--- src/rtl/boot_pkg.sv ---
// Shared types and constants for the boot sequencer and its byte packer.
package boot_pkg;

  typedef enum logic [2:0] {
    S_HDR,
    S_DATA,
    S_CSUM,
    S_RUN,
    S_ERR
  } boot_state_t;

  localparam int unsigned HDR_BYTES = 4;
  localparam int unsigned CSUM_W    = 8;
  localparam int unsigned BYTE_W    = 8;
  localparam int unsigned WORD_W    = 32;
  localparam int unsigned IDX_W     = $clog2(HDR_BYTES);

endpackage

--- src/rtl/byte_packer.sv ---
// Little-endian byte-to-word packer; word_c is the assembled word on the
// cycle the 4th byte is presented, flagged by word_done_c.
module byte_packer
  import boot_pkg::*;
(
  input  logic              clk_i,
  input  logic              rst_i,
  input  logic              clr_i,
  input  logic              en_i,
  input  logic [BYTE_W-1:0] byte_i,
  output logic [WORD_W-1:0] word_c,
  output logic              word_done_c
);

  logic [IDX_W-1:0]         idx_q, idx_d;
  logic [WORD_W-BYTE_W-1:0] shift_q, shift_d;

  always_ff @(posedge clk_i) begin
    if (rst_i) begin
      idx_q   <= '0;
      shift_q <= '0;
    end else begin
      idx_q   <= idx_d;
      shift_q <= shift_d;
    end
  end

  // New byte enters at the top so the first byte ends up in bits [7:0].
  always_comb begin
    word_c      = {byte_i, shift_q};
    word_done_c = en_i && (idx_q == IDX_W'(HDR_BYTES - 1));
    idx_d       = idx_q;
    shift_d     = shift_q;
    if (clr_i) begin
      idx_d   = '0;
      shift_d = '0;
    end else if (en_i) begin
      idx_d   = idx_q + IDX_W'(1);
      shift_d = word_c[WORD_W-1:BYTE_W];
    end
  end

endmodule

--- src/rtl/boot_ctrl.sv ---
// Boot sequencer: loads a counted, checksummed image into instruction memory
// over a byte stream, then releases the core from reset.
module boot_ctrl
  import boot_pkg::*;
#(
  parameter int unsigned     XLEN      = 32,
  parameter logic [XLEN-1:0] BASE_ADDR = '0,
  parameter int unsigned     MAX_WORDS = 1024
) (
  input  logic            clk_i,
  input  logic            rst_i,
  input  logic            rx_valid_i,
  input  logic [7:0]      rx_data_i,
  output logic            rx_ready_o,
  output logic            imem_we_o,
  output logic [XLEN-1:0] imem_addr_o,
  output logic [XLEN-1:0] imem_data_o,
  output logic            cpu_rst_o,
  output logic            done_o,
  output logic            err_o
);

  localparam int unsigned CNT_W = $clog2(MAX_WORDS + 1);

  boot_state_t       state_q, state_d;
  logic              rx_ready_q, rx_ready_d;
  logic              imem_we_q, imem_we_d;
  logic [XLEN-1:0]   imem_addr_q, imem_addr_d;
  logic [XLEN-1:0]   imem_data_q, imem_data_d;
  logic [XLEN-1:0]   next_addr_q, next_addr_d;
  logic              cpu_rst_q, cpu_rst_d;
  logic              done_q, done_d;
  logic              err_q, err_d;
  logic [CNT_W-1:0]  word_count_q, word_count_d;
  logic [CNT_W-1:0]  word_cnt_q, word_cnt_d;
  logic [CSUM_W-1:0] csum_q, csum_d;

  logic              xfer;
  logic              pack_en;
  logic              pack_clr;
  logic [WORD_W-1:0] word_c;
  logic              word_done_c;
  logic              last_word;

  assign xfer      = rx_valid_i & rx_ready_q;
  assign pack_en   = xfer && ((state_q == S_HDR) || (state_q == S_DATA));
  assign pack_clr  = (state_d != state_q);
  assign last_word = (word_cnt_q == (word_count_q - CNT_W'(1)));

  byte_packer u_packer (
    .clk_i       (clk_i),
    .rst_i       (rst_i),
    .clr_i       (pack_clr),
    .en_i        (pack_en),
    .byte_i      (rx_data_i),
    .word_c      (word_c),
    .word_done_c (word_done_c)
  );

  always_ff @(posedge clk_i) begin
    if (rst_i) begin
      state_q      <= S_HDR;
      rx_ready_q   <= 1'b0;
      imem_we_q    <= 1'b0;
      imem_addr_q  <= BASE_ADDR;
      imem_data_q  <= '0;
      next_addr_q  <= BASE_ADDR;
      cpu_rst_q    <= 1'b1;
      done_q       <= 1'b0;
      err_q        <= 1'b0;
      word_count_q <= '0;
      word_cnt_q   <= '0;
      csum_q       <= '0;
    end else begin
      state_q      <= state_d;
      rx_ready_q   <= rx_ready_d;
      imem_we_q    <= imem_we_d;
      imem_addr_q  <= imem_addr_d;
      imem_data_q  <= imem_data_d;
      next_addr_q  <= next_addr_d;
      cpu_rst_q    <= cpu_rst_d;
      done_q       <= done_d;
      err_q        <= err_d;
      word_count_q <= word_count_d;
      word_cnt_q   <= word_cnt_d;
      csum_q       <= csum_d;
    end
  end

  always_comb begin
    state_d = state_q;
    unique case (state_q)
      S_HDR: begin
        if (word_done_c) begin
          if ((word_c == '0) || (word_c > WORD_W'(MAX_WORDS))) state_d = S_ERR;
          else                                                 state_d = S_DATA;
        end
      end
      S_DATA: begin
        if (word_done_c && last_word) state_d = S_CSUM;
      end
      S_CSUM: begin
        if (xfer) state_d = (rx_data_i == csum_q) ? S_RUN : S_ERR;
      end
      S_RUN:   state_d = S_RUN;
      S_ERR:   state_d = S_ERR;
      default: state_d = S_ERR;
    endcase
  end

  // Output/datapath registers follow the next state so they change with it.
  always_comb begin
    rx_ready_d   = (state_d == S_HDR) || (state_d == S_DATA) || (state_d == S_CSUM);
    cpu_rst_d    = (state_d != S_RUN);
    done_d       = (state_d == S_RUN);
    err_d        = (state_d == S_ERR);
    imem_we_d    = 1'b0;
    imem_addr_d  = imem_addr_q;
    imem_data_d  = imem_data_q;
    next_addr_d  = next_addr_q;
    word_count_d = word_count_q;
    word_cnt_d   = word_cnt_q;
    csum_d       = csum_q;

    if ((state_q == S_HDR) && word_done_c) begin
      word_count_d = CNT_W'(word_c);
    end

    if ((state_q == S_DATA) && xfer) begin
      csum_d = CSUM_W'(csum_q + rx_data_i);
    end

    if ((state_q == S_DATA) && word_done_c) begin
      imem_we_d   = 1'b1;
      imem_addr_d = next_addr_q;
      imem_data_d = XLEN'(word_c);
      next_addr_d = next_addr_q + XLEN'(4);
      word_cnt_d  = word_cnt_q + CNT_W'(1);
    end
  end

  assign rx_ready_o  = rx_ready_q;
  assign imem_we_o   = imem_we_q;
  assign imem_addr_o = imem_addr_q;
  assign imem_data_o = imem_data_q;
  assign cpu_rst_o   = cpu_rst_q;
  assign done_o      = done_q;
  assign err_o       = err_q;

endmodule

--- config.mk ---
export PLATFORM = sky130hd
export DESIGN_NAME = boot_ctrl
export DESIGN_NICKNAME = d
export VERILOG_FILES = /design/src/rtl/boot_pkg.sv /design/src/rtl/byte_packer.sv /design/src/rtl/boot_ctrl.sv
export SDC_FILE = /design/constraint.sdc
export NUM_CORES = 1
export LEC_CHECK = 0
export ABC_AREA = 1
export CAP_MARGIN = 20
export CORE_AREA = 2 2 121 123
export CTS_CLUSTER_DIAMETER = 200
export DETAILED_ROUTE_END_ITERATION = 10
export DIE_AREA = 0 0 123 125
export GPL_TIMING_DRIVEN = 1
export HOLD_SLACK_MARGIN = 0.05
export PLACE_DENSITY = 0.75
export SETUP_SLACK_MARGIN = 0.3
export SKIP_CTS_REPAIR_TIMING = 1
export SYNTH_ARGS = -nofsm -noshare
export SYNTH_HDL_FRONTEND = slang
export SYNTH_SLANG_ARGS = --single-unit
--- constraint.sdc ---
create_clock -name clk_i -period 2.1 [get_ports clk_i]
set_clock_uncertainty 0.15 [all_clocks]
set_input_delay 0.21 -clock clk_i [delete_from_list [all_inputs] [get_ports clk_i]]
set_output_delay 0.21 -clock clk_i [all_outputs]
set_load 0.01 [all_outputs]
==> results.ini <==
[grt]
overflow=0
grt_pass1_wl_mm=29.0
grt_max_degree=48
grt_pass1_vias=6032
antenna_found_initial=0
track_usage=0.233

[die]
boundaryPins=80
die_x_microns=123
coreArea_sq_um=14200
start_util=0.492
fp-row-count=44
fp.dieH_microns=125
die_area_sq_um=15400

[place]
io_buffers=77
gp_congestion=0.911
hpwl_mm=12.1

[critical_path]
cpPeakStageDelay_ns=0.32
crit_chain=inv_2 -> ha_4 -> nand2_1 -> nor2_1 -> nand3_1 -> nand3_1 -> nand3_1 -> nor2_2 -> nand2_1 -> nand2_2 -> nand2_2 -> nand2_2 -> nand3_4 -> buf_12 -> nor2_2
endpoint_kind=flop
critPathTopFamily=simple AND/OR/NAND/NOR gates
critPathSlowestCell=dfxtp_2
cp-start-kind=flop
worst-setup-path-type=flop to flop
crit_arrival_ns=2.38
worst_ep_required_time_ns=2.31
r2r-start=word_count_q[0]
startpoint=word_count_q[0]
worst-path-buf-inv=2
crit_fanout=11

[power]
power.density_nw_per_um2=712
total_power_w=0.00677
ir_worst_vdd_mv=0.610
p_leak_nw=3.87

[run_status]
violations=negative setup slack
status=finished with violations

[clock_tree]
cts_tree=built
cts.path.max_buffers=2
cts-root-buf=clkbuf_16
insertion_delay_ns=0.43
cts_max_level=4
cts.sinks=156
clk_pin_slew_ns=0.06
cts_buffers=17

[synthesis]
netlist_instances=949
ys_types=40
synth_area_sq_um=6990
ys_seq_area_frac=0.447
yosysWarnings=0
syn_area_per_cell_sq_um=7.36
ys_seq_elements=156

[detailed_routing]
wl_per_cell_microns=14.1
vias=6671
avgViaCountPerCell=5.20
drtPass1Iterations=5
drc_errors=0
postRouteWirelength_mm=18.1
drtIter0Drc=626
postRouteAntennaNets=0

[finish]
layout.nets=1108
n_antenna_cell=0
final_cell_mix=144 x dfxtp_1, 138 x nand2_1, 111 x o21ai_0
syn_to_final_growth_pct=36.2
mostFrequentLayoutCell=dfxtp_1
layout-drive-gt1-share=0.200
n_fill_cell=1154

[sta]
fin_crit_sh=1.03
setup_viol=25
layout_setup_ws_ns=-0.0630
rsz0062_at_grt=yes
finalMaxSlewViolations=0
period_minus_slack_ns=2.16
max_freq_mhz=462
whs_ns=0.170
hold_violations=0

[flow_run]
drv_cap=0

[min_path]
worstHoldStart=rx_data_i[2]
worstHoldPathType=primary input to flop

-- cells in the mapped netlist, drive strengths merged --
cell	n	area share
a211oi	4	0.0043
a21oi	91	0.065
a31o	1	0.0013
a31oi	2	0.0018
and3	1	0.0011
buf	10	0.011
clkbuf	33	0.018
conb	1	0.00054
dfxtp	156	0.45
fa	1	0.0029
ha	11	0.020
inv	109	0.059
mux2i	5	0.0072
nand2	148	0.082
nand3	30	0.023
nand3b	2	0.0021
nand4	20	0.018
nor2	149	0.093
nor3	22	0.016
nor4	5	0.0066
o211ai	3	0.0032
o21a	1	0.0011
o21ai	118	0.085
o21bai	6	0.0064
o221ai	1	0.0013
o31ai	1	0.0011
xnor2	7	0.0088
xor2	11	0.014
-- cell type report --
cell class | instances | area (sq um) | area share
clock inverters | 14 | 218 | 0.0229
clock buffers | 18 | 429 | 0.0451
well taps | 184 | 230 | 0.0242
repair buffers | 159 | 1550 | 0.163
inverters | 109 | 409 | 0.0430
multi-input cells | 642 | 3540 | 0.372
flip-flops and latches | 156 | 3140 | 0.330
-- path summary, 6_finish.rpt --
check        depth (start not counted)                   to  slack (ns)
max                                 15  u_packer.shift_q[5]       -0.06
min                                  4      imem_data_o[26]        0.17
max reg2reg                         15  u_packer.shift_q[5]       -0.06
min reg2reg                          2      imem_addr_o[25]        0.32
-- report_power, final --
| group | switching [W] | leakage (nW) | internal, W | total, W |
|---|---|---|---|---|
| Clock | 0.00126 | 0.307 | 0.00211 | 0.00337 |
| Combinational | 0.000226 | 2.30 | 0.000161 | 0.000387 |
| Sequential | 0.0000232 | 1.27 | 0.00299 | 0.00301 |
-- worst reg2reg max path: cells and delay by family (launching register included) --
family	cells	cell delay [ns]
adder cells (fa/ha/maj)	1	0.16
buffers and inverters	2	0.27
flip-flops	1	0.32
AND/OR/NAND/NOR	12	1.22
-- stage by stage --
stage	setup WS, ns	instance area [sq um]	util	setup TNS [ns]	instances
floorplan	0.142	7110	-	0	950
detailed placement	-0.459	8510	0.599	-16.18	1241
global route	-0.260	9520	0.670	-6.48	1282
finish	-0.0630	9520	0.670	-1.20	1282
global placement	-0.425	8510	0.599	-14.37	1241
CTS	-0.105	9160	0.645	-2.05	1273
-- layer usage --
layer,vias to the layer above,track usage,part of all wire
met2,164,0.367,0.47
met4,0,0.0802,0.016
met1,3117,0.320,0.47
li1,3367,-,-
met5,-,0,0
met3,23,0.0461,0.043
-- state kept, by name, summed over array words and instances (netlist names) --
signal	flops
imem_data_o	32
imem_we_o	1
state_q	3
u_packer.idx_q	2
csum_q	8
imem_addr_o	30
word_cnt_q	11
err_o	1
word_count_q	11
done_o	1
rx_ready_o	1
next_addr_q	30
u_packer.shift_q	24
cpu_rst_o	1
-- kinds of logic (layout without fill, tap and decap cells) --
| group | after synthesis | count (layout) | share of synthesized area |
|---|---|---|---|
| and+or+nand+nor | 377 | 377 | 0.243 |
| AOI/OAI and AO/OA | 228 | 228 | 0.170 |
| DFF | 156 | 156 | 0.447 |
| buffers and inverters | 152 | 300 | 0.0870 |
| xor gates and xnor gates | 18 | 18 | 0.0226 |
| adders and majority gates | 12 | 12 | 0.0226 |
| muxes | 5 | 5 | 0.00716 |
| other | 1 | 2 | 0.000537 |
Power figures use the tool's default switching activity.
